[config.mk]
export PLATFORM = sky130hd
export DESIGN_NAME = pipe_hazard_ctrl
export DESIGN_NICKNAME = d
export VERILOG_FILES = /design/src/rtl/pipe_hazard_ctrl.sv
export SDC_FILE = /design/constraint.sdc
export NUM_CORES = 1
export LEC_CHECK = 0
export ABC_AREA = 1
export ABC_CLOCK_PERIOD_IN_PS = 1590
export CORE_MARGIN = 4
export CORE_UTILIZATION = 30
export CTS_BUF_LIST = sky130_fd_sc_hd__clkbuf_2
export DETAILED_ROUTE_END_ITERATION = 16
export PLACE_DENSITY = 0.7
export SETUP_SLACK_MARGIN = 0.1
export SYNTH_ARGS = -nofsm -noshare
export SYNTH_HDL_FRONTEND = slang
export SYNTH_SLANG_ARGS = --single-unit
export TNS_END_PERCENT = 10
[constraint.sdc]
create_clock -name clk -period 1.59 [get_ports clk]
set_input_delay 0.318 -clock clk [delete_from_list [all_inputs] [get_ports clk]]
set_output_delay 0.318 -clock clk [all_outputs]
set_load 0.05 [all_outputs]
[src/rtl/pipe_hazard_ctrl.sv]
// rtl/pipe_hazard_ctrl.sv - forwarding, stall/flush control and perf counters for the 5-stage pipeline
// Load-use bubbles, bus wait-state freeze with sticky timeout, saturating stall/flush counters.
module pipe_hazard_ctrl #(
  parameter int RA_W        = 5,
  parameter int NUM_FWD     = 2,
  parameter int LU_STALL    = 1,
  parameter int MEM_TIMEOUT = 16,
  parameter int CNT_W       = 16
) (
  input  logic             clk,
  input  logic             reset,
  input  logic [RA_W-1:0]  id_rs1,
  input  logic [RA_W-1:0]  id_rs2,
  input  logic             id_use_rs1,
  input  logic             id_use_rs2,
  input  logic [RA_W-1:0]  exe_rd,
  input  logic             exe_we,
  input  logic             exe_is_load,
  input  logic [RA_W-1:0]  mem_rd,
  input  logic             mem_we,
  input  logic [RA_W-1:0]  wb_rd,
  input  logic             wb_we,
  input  logic [RA_W-1:0]  wbd_rd,
  input  logic             wbd_we,
  input  logic             redirect,
  input  logic             mem_req,
  input  logic             mem_ready,
  output logic [1:0]       fwd1,
  output logic [1:0]       fwd2,
  output logic             pc_en,
  output logic             ifid_en,
  output logic             idex_en,
  output logic             exmem_en,
  output logic             ifid_flush,
  output logic             idex_flush,
  output logic             memwb_bubble,
  output logic             bus_timeout,
  output logic [CNT_W-1:0] stall_cnt,
  output logic [CNT_W-1:0] flush_cnt,
  output logic [1:0]       state
);

  localparam int              WT_W    = $clog2(MEM_TIMEOUT + 1);
  localparam logic [WT_W-1:0] WT_MAX  = WT_W'(MEM_TIMEOUT);
  localparam logic [1:0]      LU_INIT = 2'(LU_STALL - 1);

  typedef enum logic [1:0] {
    S_RUN      = 2'd0,
    S_LU       = 2'd1,
    S_MEM_WAIT = 2'd2
  } state_t;

  state_t          cur, nxt;
  logic [1:0]      lu_cnt, lu_nxt;
  logic [WT_W-1:0] wait_cnt, wait_nxt;
  logic            lu_hit, mem_stall, stall_inc, flush_inc;

  // Checked oldest-first so the youngest matching producer overwrites the select.
  function automatic logic [1:0] fwd_sel(input logic [RA_W-1:0] rs, input logic use_rs);
    fwd_sel = 2'd0;
    if (use_rs && rs != '0) begin
      if (NUM_FWD >= 3 && wbd_we && wbd_rd == rs) fwd_sel = 2'd3;
      if (NUM_FWD >= 2 && wb_we && wb_rd == rs)   fwd_sel = 2'd2;
      if (mem_we && mem_rd == rs)                 fwd_sel = 2'd1;
    end
  endfunction

  assign fwd1  = fwd_sel(id_rs1, id_use_rs1);
  assign fwd2  = fwd_sel(id_rs2, id_use_rs2);
  assign state = cur;

  assign mem_stall = mem_req & ~mem_ready;
  assign lu_hit    = exe_is_load & exe_we & (exe_rd != '0) &
                     ((id_use_rs1 & (id_rs1 == exe_rd)) | (id_use_rs2 & (id_rs2 == exe_rd)));
  assign wait_nxt  = (wait_cnt == WT_MAX) ? wait_cnt : wait_cnt + WT_W'(1);

  always_comb begin
    nxt          = cur;
    lu_nxt       = lu_cnt;
    pc_en        = 1'b1;
    ifid_en      = 1'b1;
    idex_en      = 1'b1;
    exmem_en     = 1'b1;
    ifid_flush   = 1'b0;
    idex_flush   = 1'b0;
    memwb_bubble = 1'b0;
    stall_inc    = 1'b0;
    flush_inc    = 1'b0;
    if (mem_stall) begin
      // A freeze during load-use bubbles keeps the remaining bubble count pending.
      pc_en        = 1'b0;
      ifid_en      = 1'b0;
      idex_en      = 1'b0;
      exmem_en     = 1'b0;
      memwb_bubble = 1'b1;
      stall_inc    = 1'b1;
      nxt          = (cur == S_LU) ? S_LU : S_MEM_WAIT;
    end else if (cur == S_LU) begin
      pc_en      = 1'b0;
      ifid_en    = 1'b0;
      idex_flush = 1'b1;
      stall_inc  = 1'b1;
      if (lu_cnt <= 2'd1) begin
        nxt    = S_RUN;
        lu_nxt = 2'd0;
      end else begin
        lu_nxt = lu_cnt - 2'd1;
      end
    end else begin
      nxt = S_RUN;
      if (redirect) begin
        ifid_flush = 1'b1;
        idex_flush = 1'b1;
        flush_inc  = 1'b1;
      end else if (lu_hit) begin
        pc_en      = 1'b0;
        ifid_en    = 1'b0;
        idex_flush = 1'b1;
        stall_inc  = 1'b1;
        if (LU_STALL > 1) begin
          nxt    = S_LU;
          lu_nxt = LU_INIT;
        end
      end
    end
  end

  always_ff @(posedge clk or posedge reset) begin
    if (reset) begin
      cur         <= S_RUN;
      lu_cnt      <= 2'd0;
      wait_cnt    <= '0;
      bus_timeout <= 1'b0;
      stall_cnt   <= '0;
      flush_cnt   <= '0;
    end else begin
      cur    <= nxt;
      lu_cnt <= lu_nxt;
      // wait_cnt counts consecutive frozen cycles, the first one included.
      if (mem_stall) begin
        wait_cnt <= wait_nxt;
        if (wait_nxt == WT_MAX) bus_timeout <= 1'b1;
      end else begin
        wait_cnt <= '0;
      end
      if (stall_inc && stall_cnt != '1) stall_cnt <= stall_cnt + CNT_W'(1);
      if (flush_inc && flush_cnt != '1) flush_cnt <= flush_cnt + CNT_W'(1);
    end
  end

endmodule
==> results.txt, run 1 <==
* Run status: finished with violations
- The checks that failed: setup timing.
- In this run, post-CTS hold repair placed 0 buffers.
* Number of warning messages in the yosys log: 0
* Maximum count of clock buffers along a single path: 2
- Hold Fails Final Rpt: 0
- Std-Cell Core Area: between 0.009 and 0.01 mm2
- The share of synthesized area in the top cell type comes to 0.369.
* Layout Area Growth over Synthesis: 84.6%
* Worst VDD drop: 0.000997 V
- Htree depth: 2
* Number of detailed-route iterations in the first pass: 4
- Dividing the final minimum period by the clock period gives 1.17.
- Once layout is complete, the utilization of the core stands at 0.568.
- The biggest area contributor in the post-synthesis netlist is sky130_fd_sc_hd__dfrtp_1.
- Hold slack final: 0.266 ns
* Relative max-transition margin: 0.805
* Synthesized area per cell: 7.24 um2
* Endpoint type of the worst setup path: primary output
- Post-synth top cells: 112 x sky130_fd_sc_hd__nand2_1, 50 x sky130_fd_sc_hd__inv_1, 42 x sky130_fd_sc_hd__dfrtp_1
- Counting every sink on the clock net gives 42.
- In the routed design, unresolved DRC markers number 0.
* RSZ-0062 raised after global routing: yes
- Final setup slack of the worst path: -0.266 ns
* Startpoint type of the worst setup path: primary input
- Crit Path Max Fanout: 3
- Die Y-Extent: 105 um
- Synth unique cells: 33
- The routed design could run at a clock period as short as 1.86 ns.
* Clk pin slew, worst setup/hold paths: 0.23 ns
* Dominant cells by area after synthesis: sky130_fd_sc_hd__dfrtp_1 37%, sky130_fd_sc_hd__nand2_1 15%, sky130_fd_sc_hd__xor2_1 7.4%, sky130_fd_sc_hd__inv_1 6.6%, sky130_fd_sc_hd__nand4_1 5.5%
- CTS tree: done
* Overflow left after global routing: 0
* Initial Utilization: 0.308
* Power per Cell Area: 895 mW/mm2
- Power comes to 4.70 mW.
- Cells after Synth: 393
- 0 antenna diodes ended up in the layout.
- Vias per std cell: about 4.6
- The number of antenna violations at the first check in global routing came to 0.
* I/O pin total: 88
- The number of nets in the synthesized netlist is about 440.
- For the pin with the worst max-slew slack, the measured transition is 0.292 ns.
- The tree is rooted in a sky130_fd_sc_hd__clkbuf_2.
- Clock buffers created by TritonCTS: 5
* Count of input and output buffers: 81
* Share of the yosys chip area belonging to registers: 0.369
- Among all flip-flop cells after synthesis, the most frequent one is sky130_fd_sc_hd__dfrtp_1.
* Global-route wire length before repair: 15100 um
- In this run, synthesis produced a sequential element count of 42.
- Data on the critical path arrives at its endpoint at 1.54 ns.
- In this run the static leakage power is 2.53 nW.
* Class of the worst hold path: primary input to async pin
- At the end of the flow, the number of nets in the layout was 598.
- Async SR Flop Fraction: 1.00
* Endpoints failing setup: 8
- Total vias in the final route: 3111
- Most frequently used cell type in the post-synthesis netlist: sky130_fd_sc_hd__nand2_1
* Insertion delay to the later sink of the worst-skew pair: 0.39 ns
* Number of violations reported at the end of detailed-routing iteration 0: 132
- Critical path start-end classification: primary input to primary output
* Final ANT Viol Nets: 0
- The mapped netlist covers ~0.0028 mm2.
* Gp weighted congestion: about 0.94
* Area enclosed by the die boundary: 0.0111 mm2
- The final layout contains routed wiring with a total length of between 9000 and 10000 um.
- Required time of the critical path: ~1.3 ns
- Via count of the first global-routing pass: between 3000 and 4000
* Fmax: around 540 MHz
- Across every metal layer, demand over resource in global routing totals 0.164.
- Die Span X: between 100 and 150 um
* Worst Skew: 0.0401 ns
- Max-slew violation total from the final report: 0
* Pin count of the biggest net entering global routing: 43
- The wire-length estimate of the detail-placed layout is ~7000 um.
- Across the run, the number of max-cap violations was 0.
* Per-cell routed wire length: 13.3 um
- The synthesized design contains 0 enable-type register cells.
- Fraction of layout cells with a size suffix above 1: 0.430
* Row count: 35
[placed cells by master, fill, tap and decap left out, types with 14 or more instances in the layout]
cell and n:
sky130_fd_sc_hd__nand2_1 105, sky130_fd_sc_hd__buf_4 44, sky130_fd_sc_hd__buf_6 43, sky130_fd_sc_hd__buf_12 43
sky130_fd_sc_hd__inv_1 42, sky130_fd_sc_hd__dfrtp_1 35, sky130_fd_sc_hd__nor2_1 32, sky130_fd_sc_hd__nand4_1 25
sky130_fd_sc_hd__xor2_1 22, sky130_fd_sc_hd__inv_2 16, sky130_fd_sc_hd__nand3_1 14
[per-layer routing]
layer / up-vias / wire length [um] / global-route usage
li1: 1564 / - / -
met1: 1465 / 3750 / 0.210
met2: 66 / 4850 / 0.288
met3: 16 / 264 / 0.0196
met4: 0 / 185 / 0.0450
met5: - / 0 / 0
[through the flow]
| step | cell area [um2] | worst slack [ns] | setup TNS, ns | cells |
|---|---|---|---|---|
| after floorplan | 2910 | -0.390 | -7.83 | 393 |
| after global placement | 4750 | -0.608 | -16.00 | 664 |
| after detailed placement | 4750 | -0.599 | -16.29 | 664 |
| after CTS | 5060 | -0.269 | -1.68 | 680 |
| after global routing | 5250 | -0.374 | -2.92 | 682 |
| final | 5250 | -0.266 | -1.24 | 682 |
[worst paths after layout]
check,startpoint,endpoint,cells past startpoint,slack [ns]
max,exe_rd[3],idex_flush,11,-0.27
min,reset,stall_cnt[9],3,0.27
max reg2reg,stall_cnt[1],stall_cnt[13],9,0.03
min reg2reg,bus_timeout,bus_timeout,1,0.50
max in group asynchronous,reset,state[0],3,1.07
min in group clk,bus_timeout,bus_timeout,1,0.50
[logic make-up (layout without fill, tap and decap cells)]
group,Yosys count,count (layout),share of synthesized area
and+or+nand+nor,217,217,0.351
AOI/OAI and AO/OA,23,23,0.0501
adders and majority gates,4,4,0.0176
DFF,42,42,0.369
xor gates and xnor gates,36,36,0.111
buffers and inverters,71,231,0.101
[sequential cells by signal, summed over array words and instances (netlist names)]
| name | cells |
|---|---|
| flush_cnt | 16 |
| stall_cnt | 16 |
| wait_cnt | 5 |
| lu_cnt | 2 |
| state | 2 |
| bus_timeout | 1 |
[power breakdown]
group          switching, mW  internal (mW)
logic                   1.38           1.28
registers              0.186           1.24
clock network          0.340          0.281
[layout make-up]
class | instances | area [um2]
Fill cell | 788 | 3990
Tap cell | 129 | 161
Clock inverter | 1 | 30.0
Multi-Input combinational cell | 280 | 1810
Inverter | 65 | 264
Clock buffer | 7 | 35.0
Timing Repair Buffer | 158 | 1890
Sequential cell | 42 | 1060
[worst max-delay path, cell delays in order]
cell and delay (ns):
sky130_fd_sc_hd__clkdlybuf4s15_1 0.22, sky130_fd_sc_hd__inv_2 0.07, sky130_fd_sc_hd__nand2_1 0.06, sky130_fd_sc_hd__nand2_1 0.07
sky130_fd_sc_hd__nor2_2 0.10, sky130_fd_sc_hd__nand3_1 0.08, sky130_fd_sc_hd__nand2_1 0.08, sky130_fd_sc_hd__nand2_2 0.10
sky130_fd_sc_hd__a31oi_4 0.20, sky130_fd_sc_hd__buf_6 0.13, sky130_fd_sc_hd__buf_12 0.12
[timing repair]
action	CTS	global route
resized for setup	138	65
pin swaps	59	27
buffers inserted	8	2
cloned	0	0
endpoints found under the hold margin	0	0
endpoints found under the setup margin	44	69
No activity file was read; power rests on OpenSTA's default activity.
==> inputs of run 2 (changes only) <==
--- a/config.mk
+++ b/config.mk
@@ -7,11 +7,12 @@
 export LEC_CHECK = 0
 export ABC_AREA = 1
 export ABC_CLOCK_PERIOD_IN_PS = 1590
-export CORE_MARGIN = 4
+export CORE_MARGIN = 10
 export CORE_UTILIZATION = 30
 export CTS_BUF_LIST = sky130_fd_sc_hd__clkbuf_2
 export DETAILED_ROUTE_END_ITERATION = 16
-export PLACE_DENSITY = 0.7
+export DONT_BUFFER_PORTS = 1
+export PLACE_DENSITY = 0.57
 export SETUP_SLACK_MARGIN = 0.1
 export SYNTH_ARGS = -nofsm -noshare
 export SYNTH_HDL_FRONTEND = slang
==> results.txt, run 2 (synthesis gave the netlist of run 1 again) <==
- Clock tree synthesis selected as its root buffer the cell sky130_fd_sc_hd__clkbuf_2.
* Internal power consumption: 2.11 mW
- RSZ-0062 raised after global routing: yes
- The die covers 0.0138 mm2.
- Gate power share: 0.461
- Before CTS, the worst setup slack after placement is -0.0447 ns.
* LEAKAGE: 1.97 nW
* Portion of total power attributed to the clock network: 0.170
- Row generation in the floorplan step produced 35 rows.
- Worst Skew: 0.0295 ns
- Startpoint type of the worst setup path: register
- For this block, the via count after detailed routing is 2791.
- Post-route minimum period: about 1.9 ns
- TritonCTS built the clock tree.
- Htree depth: 2
* Worst VDD drop: between 0.001 and 0.0015 V
- Die Span X: ~120 um
* Vias per std cell: about 4.6
- 88 I/O pins were placed.
* CP arrival: 1.54 ns
- Power per Cell Area: slightly below 1000 mW/mm2
- Fmax: 538 MHz
- The first global-routing pass estimated 13500 um of wire.
- Relative max-transition margin: 0.758
- Endpoints failing setup: 4
- Hold Fails Final Rpt: 0
* Failing checks: setup timing
- Total half-perimeter wirelength after legalization and detailed placement: ~6400 um
- STA puts the critical path data required time at 1.27 ns.
- Reg2reg start: stall_cnt[0]
- Entering global routing, the biggest net connects 43 pins.
- After clock tree synthesis, the clock-pin slew on the worst setup and hold paths is 0.24 ns.
* Overall routed net length: 8060 um
- TritonCTS sink count: 42
- Hold slack final: 0.172 ns
* Std-Cell Core Area: just over 0.009 mm2
* Net switching power: roughly 1.7 mW
* Remaining DRCs: 0
* Endpoint type of the worst setup path: primary output
- Clock latency on the worst-skew pair, taken at its later pin, is 0.43 ns.
* Die Y-Extent: 117 um
* Most common library cell in the layout ignoring fill and taps: sky130_fd_sc_hd__nand2_1
- For this run the aggregate overflow at the end of global routing stands at 0.
- Count of input and output buffers: 0
- Combined flip-flop and latch cell area: 0.00106 mm2
* Layout Area Growth over Synthesis: 38.7%
* Final net count: 519
* Final ANT Viol Nets: 0
- Initial Utilization: 0.308
- Per-cell routed wire length: 13.4 um
- For this run, the total global-route usage over all layers was measured as 0.114.
* Post-layout total power: approximately 3.8 mW
- Slew at the pin with the worst max-slew slack: 0.362 ns
* Class of the worst hold path: primary input to register
- Fraction of layout cells with a size suffix above 1: 0.297
* Max-slew violation total from the final report: 0
* Highest-count cells in the layout ignoring fill and taps: 110 x sky130_fd_sc_hd__nand2_1, 56 x sky130_fd_sc_hd__buf_4, 47 x sky130_fd_sc_hd__inv_1
- The number of antenna violations at the first check in global routing came to 0.
* Critical Path Start: state[0]
- The flow ran to the end, but the final reports show violations.
- The startpoint identified for the worst hold timing path is mem_ready.
- Fraction of the cycle the final worst path needs: 1.17
- The first detailed-routing pass took 5 iterations.
- Final setup slack of the worst path: -0.268 ns
* Portion of total power attributed to sequential cells: 0.369
* Via count of the first global-routing pass: 2729
* Gp weighted congestion: approximately 0.91
- Sw Ratio: 0.447
* Filler cell count in the final layout: 921
* Critical path start-end classification: register to primary output
* Max cap viols: 0
- N_diodes: 0
- In this run the worst path has a maximum fanout of 3.
- The longest clock path from root to sink contains 2 buffers.
* Number of violations reported at the end of detailed-routing iteration 0: 227
- The multi-input combinational cells in the finished layout cover a total of 0.00166 mm2.
* Regs by FF count: flush_cnt x16, stall_cnt x16, wait_cnt x5
- Clock buffers created by TritonCTS: 5
==> run 2: cell types whose count changed in the layout (fill, tap and decap cells not counted), sizes merged <==
cell           previous run  this run
buf                     137        78
dlygate4sd2               8         0
clkbuf                   11         5
clkdlybuf4s15             5         0
clkdlybuf4s50             4         0
clkinvlp                  0         2
clkinv                    0         1
dlygate4sd3               0         1
inv                      65        64
==> run 2: final cells by class <==
type                       instances  share of cell area
sequential                        42               0.269
tap                              129              0.0409
multi-input combinational        280               0.419
clock inverter                     3              0.0114
clock buffer                       5             0.00634
inverter                          65              0.0656
timing repair buffer              79               0.188
==> run 2: repair_timing <==
| item | in CTS | in global routing |
|---|---|---|
| endpoints found under the setup margin | 38 | 56 |
| pin swaps | 10 | 8 |
| endpoints found under the hold margin | 42 | 0 |
| gates resized for setup | 30 | 22 |
| setup buffers | 4 | 2 |
| hold buffers | 1 | 0 |
==> run 2: worst max-delay path: stages (launching register included) <==
cell and delay [ns]:
sky130_fd_sc_hd__dfrtp_2 0.46, sky130_fd_sc_hd__inv_2 0.06, sky130_fd_sc_hd__nor2_4 0.04, sky130_fd_sc_hd__inv_4 0.07, sky130_fd_sc_hd__nand2_4 0.06, sky130_fd_sc_hd__nor2_4 0.11, sky130_fd_sc_hd__buf_6 0.12, sky130_fd_sc_hd__inv_8 0.04
sky130_fd_sc_hd__nand2_8 0.16
==> run 2: stage by stage <==
step           cell area (um2)  utilization  setup TNS, ns  std cells
2_1_floorplan             2910            -          -7.83        393
3_3_place_gp              3620        0.392        -0.0950        588
3_5_place_dp              3620        0.392         -0.165        588
4_1_cts                   3850        0.417          -1.20        601
5_1_grt                   3950        0.427          -3.95        603
6_report                  3950        0.427          -1.03        603
==> run 2: worst paths after layout <==
kind | endpoint | cells after the start | slack [ns]
max reg2reg | stall_cnt[14] | 9 | 0
max in group asynchronous | stall_cnt[10] | 3 | 1.03
max | pc_en | 8 | -0.27
min reg2reg | lu_cnt[1] | 2 | 0.55
min in group asynchronous | stall_cnt[9] | 3 | 0.33
min | lu_cnt[1] | 3 | 0.17
==> run 2: power groups by stage <==
stage	Clock [mW]	Sequential [mW]	Combinational (mW)
floorplan	0	1.97	0.543
global placement	0	1.39	1.64
detailed placement	0	1.40	1.66
CTS	0.663	1.40	1.72
global route	0.712	1.43	1.90
finish	0.648	1.40	1.75
==> run 2: metal layers <==
metal / global-route usage / up-vias / share of wire
met1: 0.132 / 1299 / 0.40
met4: 0.0235 / 0 / 0.011
li1: - / 1408 / -
met2: 0.199 / 71 / 0.51
met3: 0.0384 / 13 / 0.075
met5: 0 / - / 0
